<file path="config.mk">
export PLATFORM = sky130hd
export DESIGN_NAME = uart_rx_ctrl
export DESIGN_NICKNAME = d
export VERILOG_FILES = /design/src/rtl/uart_pkg.sv /design/src/rtl/uart_rx_sync.sv /design/src/rtl/uart_rx_ctrl.sv
export SDC_FILE = /design/constraint.sdc
export NUM_CORES = 1
export LEC_CHECK = 0
export CAP_MARGIN = 20
export CORE_MARGIN = 3
export CORE_UTILIZATION = 35
export CTS_CLUSTER_SIZE = 14
export DETAILED_ROUTE_END_ITERATION = 8
export PLACE_DENSITY = 0.49
export SYNTH_ARGS = -nofsm -noshare
export SYNTH_HDL_FRONTEND = slang
export SYNTH_HIERARCHICAL = 1
export SYNTH_SLANG_ARGS = --single-unit
</file>
<file path="constraint.sdc">
create_clock -name Clk -period 7.1 [get_ports Clk]
set_clock_uncertainty 0.1 [all_clocks]
set_input_delay 1.42 -clock Clk [delete_from_list [all_inputs] [get_ports Clk]]
set_output_delay 1.42 -clock Clk [all_outputs]
set_load 0.05 [all_outputs]
</file>
<file path="src/rtl/uart_pkg.sv">
// Shared UART definitions: receive FSM state encoding, frame constants and parity helper.
package uart_pkg;

  typedef enum logic [2:0] {
    IDLE   = 3'd0,
    START  = 3'd1,
    DATA   = 3'd2,
    PARITY = 3'd3,
    STOP   = 3'd4,
    BREAK  = 3'd5
  } rx_state_t;

  localparam int   UART_DATA_BITS  = 8;
  localparam logic UART_IDLE_LEVEL = 1'b1;

  // High when the received parity bit disagrees with the running XOR of the data bits.
  function automatic logic parity_mismatch(input logic data_xor, input logic par_bit, input logic odd);
    return ((data_xor ^ par_bit) != odd);
  endfunction

endpackage

</file>
<file path="src/rtl/uart_rx_sync.sv">
// Two-flop synchroniser for asynchronous serial lines; resets to the idle (high) level.
module uart_rx_sync
  import uart_pkg::*;
(
  input  logic Clk,
  input  logic reset,
  input  logic d,
  output logic q
);

  logic [1:0] sync_r;

  // Shift the raw line through two flops to settle metastability.
  always_ff @(posedge Clk or posedge reset) begin
    if (reset) begin
      sync_r <= {2{UART_IDLE_LEVEL}};
    end else begin
      sync_r <= {sync_r[0], d};
    end
  end

  assign q = sync_r[1];

endmodule

</file>
<file path="src/rtl/uart_rx_ctrl.sv">
// UART receive controller: start qualification, mid-bit sampling and SIPO strobe sequencing.
// Optional parity check is compiled in with `define UART_RX_PARITY_EN.
module uart_rx_ctrl
  import uart_pkg::*;
#(
  parameter int CLKS_PER_BIT = 868,
  parameter int CNT_W        = 16
`ifdef UART_RX_PARITY_EN
  ,
  parameter logic PARITY_ODD = 1'b0
`endif
) (
  input  logic Clk,
  input  logic reset,
  input  logic rx_in,
  output logic sipo_data,
  output logic sipo_shift,
  output logic sipo_enable,
  output logic rx_valid,
  input  logic rx_ready,
  output logic rx_frame_err,
  output logic rx_overrun,
  output logic rx_parity_err,
  output logic rx_busy
);

  localparam logic [CNT_W-1:0] HALF_LAST = CNT_W'(CLKS_PER_BIT / 2 - 1);
  localparam logic [CNT_W-1:0] BIT_LAST  = CNT_W'(CLKS_PER_BIT - 1);
  localparam logic [2:0]       LAST_IDX  = 3'(UART_DATA_BITS - 1);

  logic             rx_s;
  rx_state_t        state_r, state_s;
  logic [CNT_W-1:0] cnt_r, cnt_s;
  logic [2:0]       bit_idx_r, bit_idx_s;
  logic             par_r, par_s;
  logic             data_r, data_s;
  logic             shift_r, shift_s;
  logic             enable_r, enable_s;
  logic             valid_r, valid_s;
  logic             ferr_r, ferr_s;
  logic             ovr_r, ovr_s;
  logic             perr_r, perr_s;

  uart_rx_sync u_sync (
    .Clk   (Clk),
    .reset (reset),
    .d     (rx_in),
    .q     (rx_s)
  );

  // Next-state and next-output decode for the receive sequencer.
  always_comb begin
    state_s   = state_r;
    cnt_s     = cnt_r + CNT_W'(1'b1);
    bit_idx_s = bit_idx_r;
    par_s     = par_r;
    data_s    = data_r;
    shift_s   = 1'b0;
    enable_s  = enable_r;
    ferr_s    = 1'b0;
    ovr_s     = 1'b0;
    perr_s    = 1'b0;
    if (valid_r && rx_ready) begin
      valid_s = 1'b0;
    end else begin
      valid_s = valid_r;
    end

    case (state_r)
      IDLE: begin
        cnt_s = {CNT_W{1'b0}};
        if (!rx_s) begin
          state_s = START;
        end else begin
          state_s = IDLE;
        end
      end
      START: begin
        if (cnt_r == HALF_LAST) begin
          cnt_s = {CNT_W{1'b0}};
          if (!rx_s) begin
            state_s   = DATA;
            bit_idx_s = 3'd0;
            par_s     = 1'b0;
            enable_s  = 1'b1;
          end else begin
            state_s = IDLE;
          end
        end else begin
          state_s = START;
        end
      end
      DATA: begin
        if (cnt_r == BIT_LAST) begin
          cnt_s   = {CNT_W{1'b0}};
          data_s  = rx_s;
          shift_s = 1'b1;
          par_s   = par_r ^ rx_s;
          if (bit_idx_r == LAST_IDX) begin
            bit_idx_s = 3'd0;
`ifdef UART_RX_PARITY_EN
            state_s   = PARITY;
`else
            state_s   = STOP;
`endif
          end else begin
            bit_idx_s = bit_idx_r + 3'd1;
          end
        end else begin
          state_s = DATA;
        end
      end
`ifdef UART_RX_PARITY_EN
      PARITY: begin
        if (cnt_r == BIT_LAST) begin
          cnt_s   = {CNT_W{1'b0}};
          perr_s  = parity_mismatch(par_r, rx_s, PARITY_ODD);
          state_s = STOP;
        end else begin
          state_s = PARITY;
        end
      end
`endif
      STOP: begin
        if (cnt_r == BIT_LAST) begin
          cnt_s    = {CNT_W{1'b0}};
          enable_s = 1'b0;
          if (rx_s) begin
            // A byte landing while the previous one is still unclaimed is an overrun.
            ovr_s   = valid_r && !rx_ready;
            valid_s = 1'b1;
            state_s = IDLE;
          end else begin
            ferr_s  = 1'b1;
            state_s = BREAK;
          end
        end else begin
          state_s = STOP;
        end
      end
      BREAK: begin
        cnt_s = {CNT_W{1'b0}};
        if (rx_s) begin
          state_s = IDLE;
        end else begin
          state_s = BREAK;
        end
      end
      default: begin
        state_s   = IDLE;
        cnt_s     = {CNT_W{1'b0}};
        bit_idx_s = 3'd0;
        enable_s  = 1'b0;
      end
    endcase
  end

  // State, counters and registered outputs.
  always_ff @(posedge Clk or posedge reset) begin
    if (reset) begin
      state_r   <= IDLE;
      cnt_r     <= {CNT_W{1'b0}};
      bit_idx_r <= 3'd0;
      par_r     <= 1'b0;
      data_r    <= 1'b0;
      shift_r   <= 1'b0;
      enable_r  <= 1'b0;
      valid_r   <= 1'b0;
      ferr_r    <= 1'b0;
      ovr_r     <= 1'b0;
      perr_r    <= 1'b0;
    end else begin
      state_r   <= state_s;
      cnt_r     <= cnt_s;
      bit_idx_r <= bit_idx_s;
      par_r     <= par_s;
      data_r    <= data_s;
      shift_r   <= shift_s;
      enable_r  <= enable_s;
      valid_r   <= valid_s;
      ferr_r    <= ferr_s;
      ovr_r     <= ovr_s;
      perr_r    <= perr_s;
    end
  end

  assign sipo_data     = data_r;
  assign sipo_shift    = shift_r;
  assign sipo_enable   = enable_r;
  assign rx_valid      = valid_r;
  assign rx_frame_err  = ferr_r;
  assign rx_overrun    = ovr_r;
  assign rx_parity_err = perr_r;
  assign rx_busy       = (state_r != IDLE);

endmodule

</file>
==> flow_metrics.py <==
metrics = {
    "synth": {
        "asyncSetResetFlopFracSynth_pct": 100,
        "yosysSeqAreaShare_pct": 48.8,
        "synth-seq-cells": 30,
        "ys.warnings.count": 6,
        "synth_edf_count": 0,
        "yosysTopAreaCellShare_pct": 45.4,
        "ys_top_cells_by_area": "dfrtp_1, xnor2_1, nor2_1, nor2_2, dfstp_2",
        "muxShareOfSynthArea_pct": 0.730,
        "synth_compound_area_share_pct": 8.92,
        "synthAdderAreaFrac_pct": 3.24,
        "ys.flop_type": "dfrtp_1",
        "synth_most_common_cell": "dfrtp_1",
        "netlist_instances": 152,
        "avgSynthCellArea_um2": 10.1,
        "synth_area_um2": 1540,
        "synth_xor_area_share_pct": 7.95,
        "synth_top_family_by_area": "simple AND/OR/NAND/NOR gates",
        "synthSimpleGateAreaFrac_pct": 25.9,
        "synth_top_area_cell": "dfrtp_1",
        "synth_nets": 160,
        "synth_cell_types": 44,
        "synthTopCellsByCount": "dfrtp_1, nor2_1, nand2_1, nor2_2, xnor2_1",
    },
    "sta": {
        "max_freq_mhz": 299,
        "finalCriticalPeriod_ns": 3.35,
        "timing_hold_violations_final": 0,
        "period_share_pct": 47.1,
        "fin_hold_ws_ns": 0.258,
        "drv_slew": 0,
        "timing.setup.tns_ns": 0,
        "slew_headroom_pct": 62.6,
        "rsz0062_at_grt": "false",
        "worst_pin_slew_ns": 0.560,
        "setup_viol": 0,
    },
    "pwr": {
        "total_power_w": 0.000343,
        "max-vdd-ir-drop_mv": 0.0751,
        "pwr-share-clk_pct": 47.1,
        "power.density_nw_per_um2": 189,
        "comb_power_share_pct": 2.5,
        "power_leakage_nw": 0.790,
        "p_seq_share_pct": 50.4,
        "p_sw_share_pct": 20.3,
        "p_int_w": 0.000273,
        "switchingPower_w": 0.0000695,
    },
    "finish": {
        "diodes": 0,
        "finalNetCount": 175,
        "syn_to_final_growth_pct": 17.7,
        "drive_gt1_share_pct": 18.5,
        "multi_input_area_um2": 724,
        "seqCellArea_um2": 753,
        "n_fill_cell": 394,
    },
    "detailed_routing": {
        "drt-initial-drc-count": 47,
        "vias": 1102,
        "via_per_inst": 5.06,
        "finalWirelength_um": 2880,
        "drcViolationCount": 0,
        "drtPass1Iterations": 4,
        "wl_per_cell_um": 13.2,
        "postRouteAntennaNets": 0,
    },
    "clock_tree": {
        "clk_latency_ns": 0.28,
        "clk_pin_slew_ns": 0.06,
        "post_cts_buffers": 0,
        "hold_buffers": 0,
        "clock-sinks": 30,
        "cts_tree": "yes",
        "cts-buffers-inserted": 5,
        "cts_resized": 0,
        "ctsHtreeMaxLevel": 2,
        "cts-root-buf": "clkbuf_8",
        "cts_max_path_buffers": 2,
    },
    "global_routing": {
        "grt_pass1_vias": 1076,
        "grt-ovfl-total": 0,
        "grt_max_degree": 29,
        "grt_pass1_wl_um": 5150,
        "grt_usage_pct": 12.8,
        "antenna_found_initial": 0,
    },
    "worst_setup_path": {
        "crit_path_max_fanout": 9,
        "worstPathRequired_ns": 5.58,
        "critPathKind": "flip-flop to primary output",
        "cp-end-kind": "primary output",
        "r2r_slack_ns": 4.87,
        "arrival_ns": 1.83,
        "startpoint_type": "flip-flop",
    },
    "die": {
        "initial_core_util_pct": 37.5,
        "num_rows": 23,
        "die_x_um": 72.4,
        "die_y_um": 72.4,
        "die_area_um2": 5240,
        "num_io_pins": 12,
        "core_um2": 4120,
    },
    "placed_design": {
        "gp_congestion": 0.768,
        "port_buffers": 10,
        "dp_hpwl_um": 2040,
    },
    "worst_hold_path": {
        "hold_path.class": "flip-flop to flip-flop",
    },
    "run_status": {
        "status": "finished, final reports clean",
    },
    "job": {
        "drv_cap": 0,
    },
}
## path summary, 6_finish.rpt
check	start	end	cells past startpoint
worst max-delay path	state_r[1]$_DFFE_PP0P_	rx_busy	3
worst min-delay path	u_sync/sync_r[0]$_DFF_PP1_	u_sync/sync_r[1]$_DFF_PP1_	0
worst max register to register	cnt_r[0]$_DFF_PP0_	sipo_data$_DFFE_PP0P_	5
worst min register to register	u_sync/sync_r[0]$_DFF_PP1_	u_sync/sync_r[1]$_DFF_PP1_	0
max in group asynchronous	reset	rx_frame_err$_DFF_PP0_	3
min in group asynchronous	reset	u_sync/sync_r[0]$_DFF_PP1_	2
## state kept, by name, indices dropped and copies added, names as in the netlist
register	count
sipo_data	1
bit_idx_r	3
rx_overrun	1
cnt_r	16
state_r	3
u_sync/sync_r	2
rx_valid	1
sipo_shift	1
sipo_enable	1
rx_frame_err	1
## stage by stage
stage	cell area, µm²	setup slack, ns	utilization, %	std cells
6_report	1820	3.75	44.1	218
5_1_grt	1820	3.67	44.1	218
4_1_cts	1790	3.75	43.4	217
3_5_place_dp	1680	4.07	40.8	209
3_3_place_gp	1680	4.11	40.8	209
2_1_floorplan	1540	4.65	-	152
## kinds of logic after synthesis
group / count (synthesis)
compound gates: 19
xor+xnor: 14
fa+ha+maj: 4
buf+inv: 12
flops: 30
mux: 1
other cells: 1
simple gates: 71
## routing by layer
| layer | vias to the layer above | global-route usage [%] | part of all wire, % |
|---|---|---|---|
| met2 | 15 | 19.9 | 48 |
| met4 | 0 | 5.94 | 1.5 |
| met1 | 528 | 16.0 | 47 |
| met3 | 5 | 4.57 | 3.7 |
| met5 | - | 0 | 0 |
| li1 | 554 | - | - |
## critical path: stages (launching register included)
cell and delay (ns):
dfrtp_1 0.46, inv_1 0.19, nand2_1 0.09, clkdlybuf4s50_1 0.80
## power groups by stage
stage | logic (W) | clock network, W | registers, W
after global routing | 0.00000969 | 0.000176 | 0.000173
after CTS | 0.00000700 | 0.000167 | 0.000173
after detailed placement | 0.00000700 | 0 | 0.000176
after global placement | 0.00000682 | 0 | 0.000176
after floorplan | 0.00000462 | 0 | 0.000176
final | 0.00000848 | 0.000162 | 0.000173
## cells in the final DEF, fill, tap and decap left out, types with 2 or more instances in the layout
cell,Yosys,layout
nor2_2,10,10
clkbuf_8,0,8
xor2_1,5,5
nor2b_2,2,2
a22o_1,3,3
o21ai_0,4,4
and3_1,2,2
nor3_1,5,5
dfstp_2,2,2
inv_1,8,8
clkdlybuf4s50_1,0,10
nand4_1,2,2
nand2_1,11,11
a21o_1,3,3
nand3_1,6,6
nor4_1,3,3
xnor2_1,9,9
dfrtp_1,28,28
nor2_1,17,17
ha_1,4,4
a21oi_1,2,2
## cell type report
cell class,count,share of cell area [%]
Multi-Input combinational cell,110,39.9
Inverter,8,1.65
Timing Repair Buffer,12,7.44
Tap cell,50,3.45
Clock buffer,8,6.06
Sequential cell,30,41.5
No activity file was read; power rests on OpenSTA's default activity.
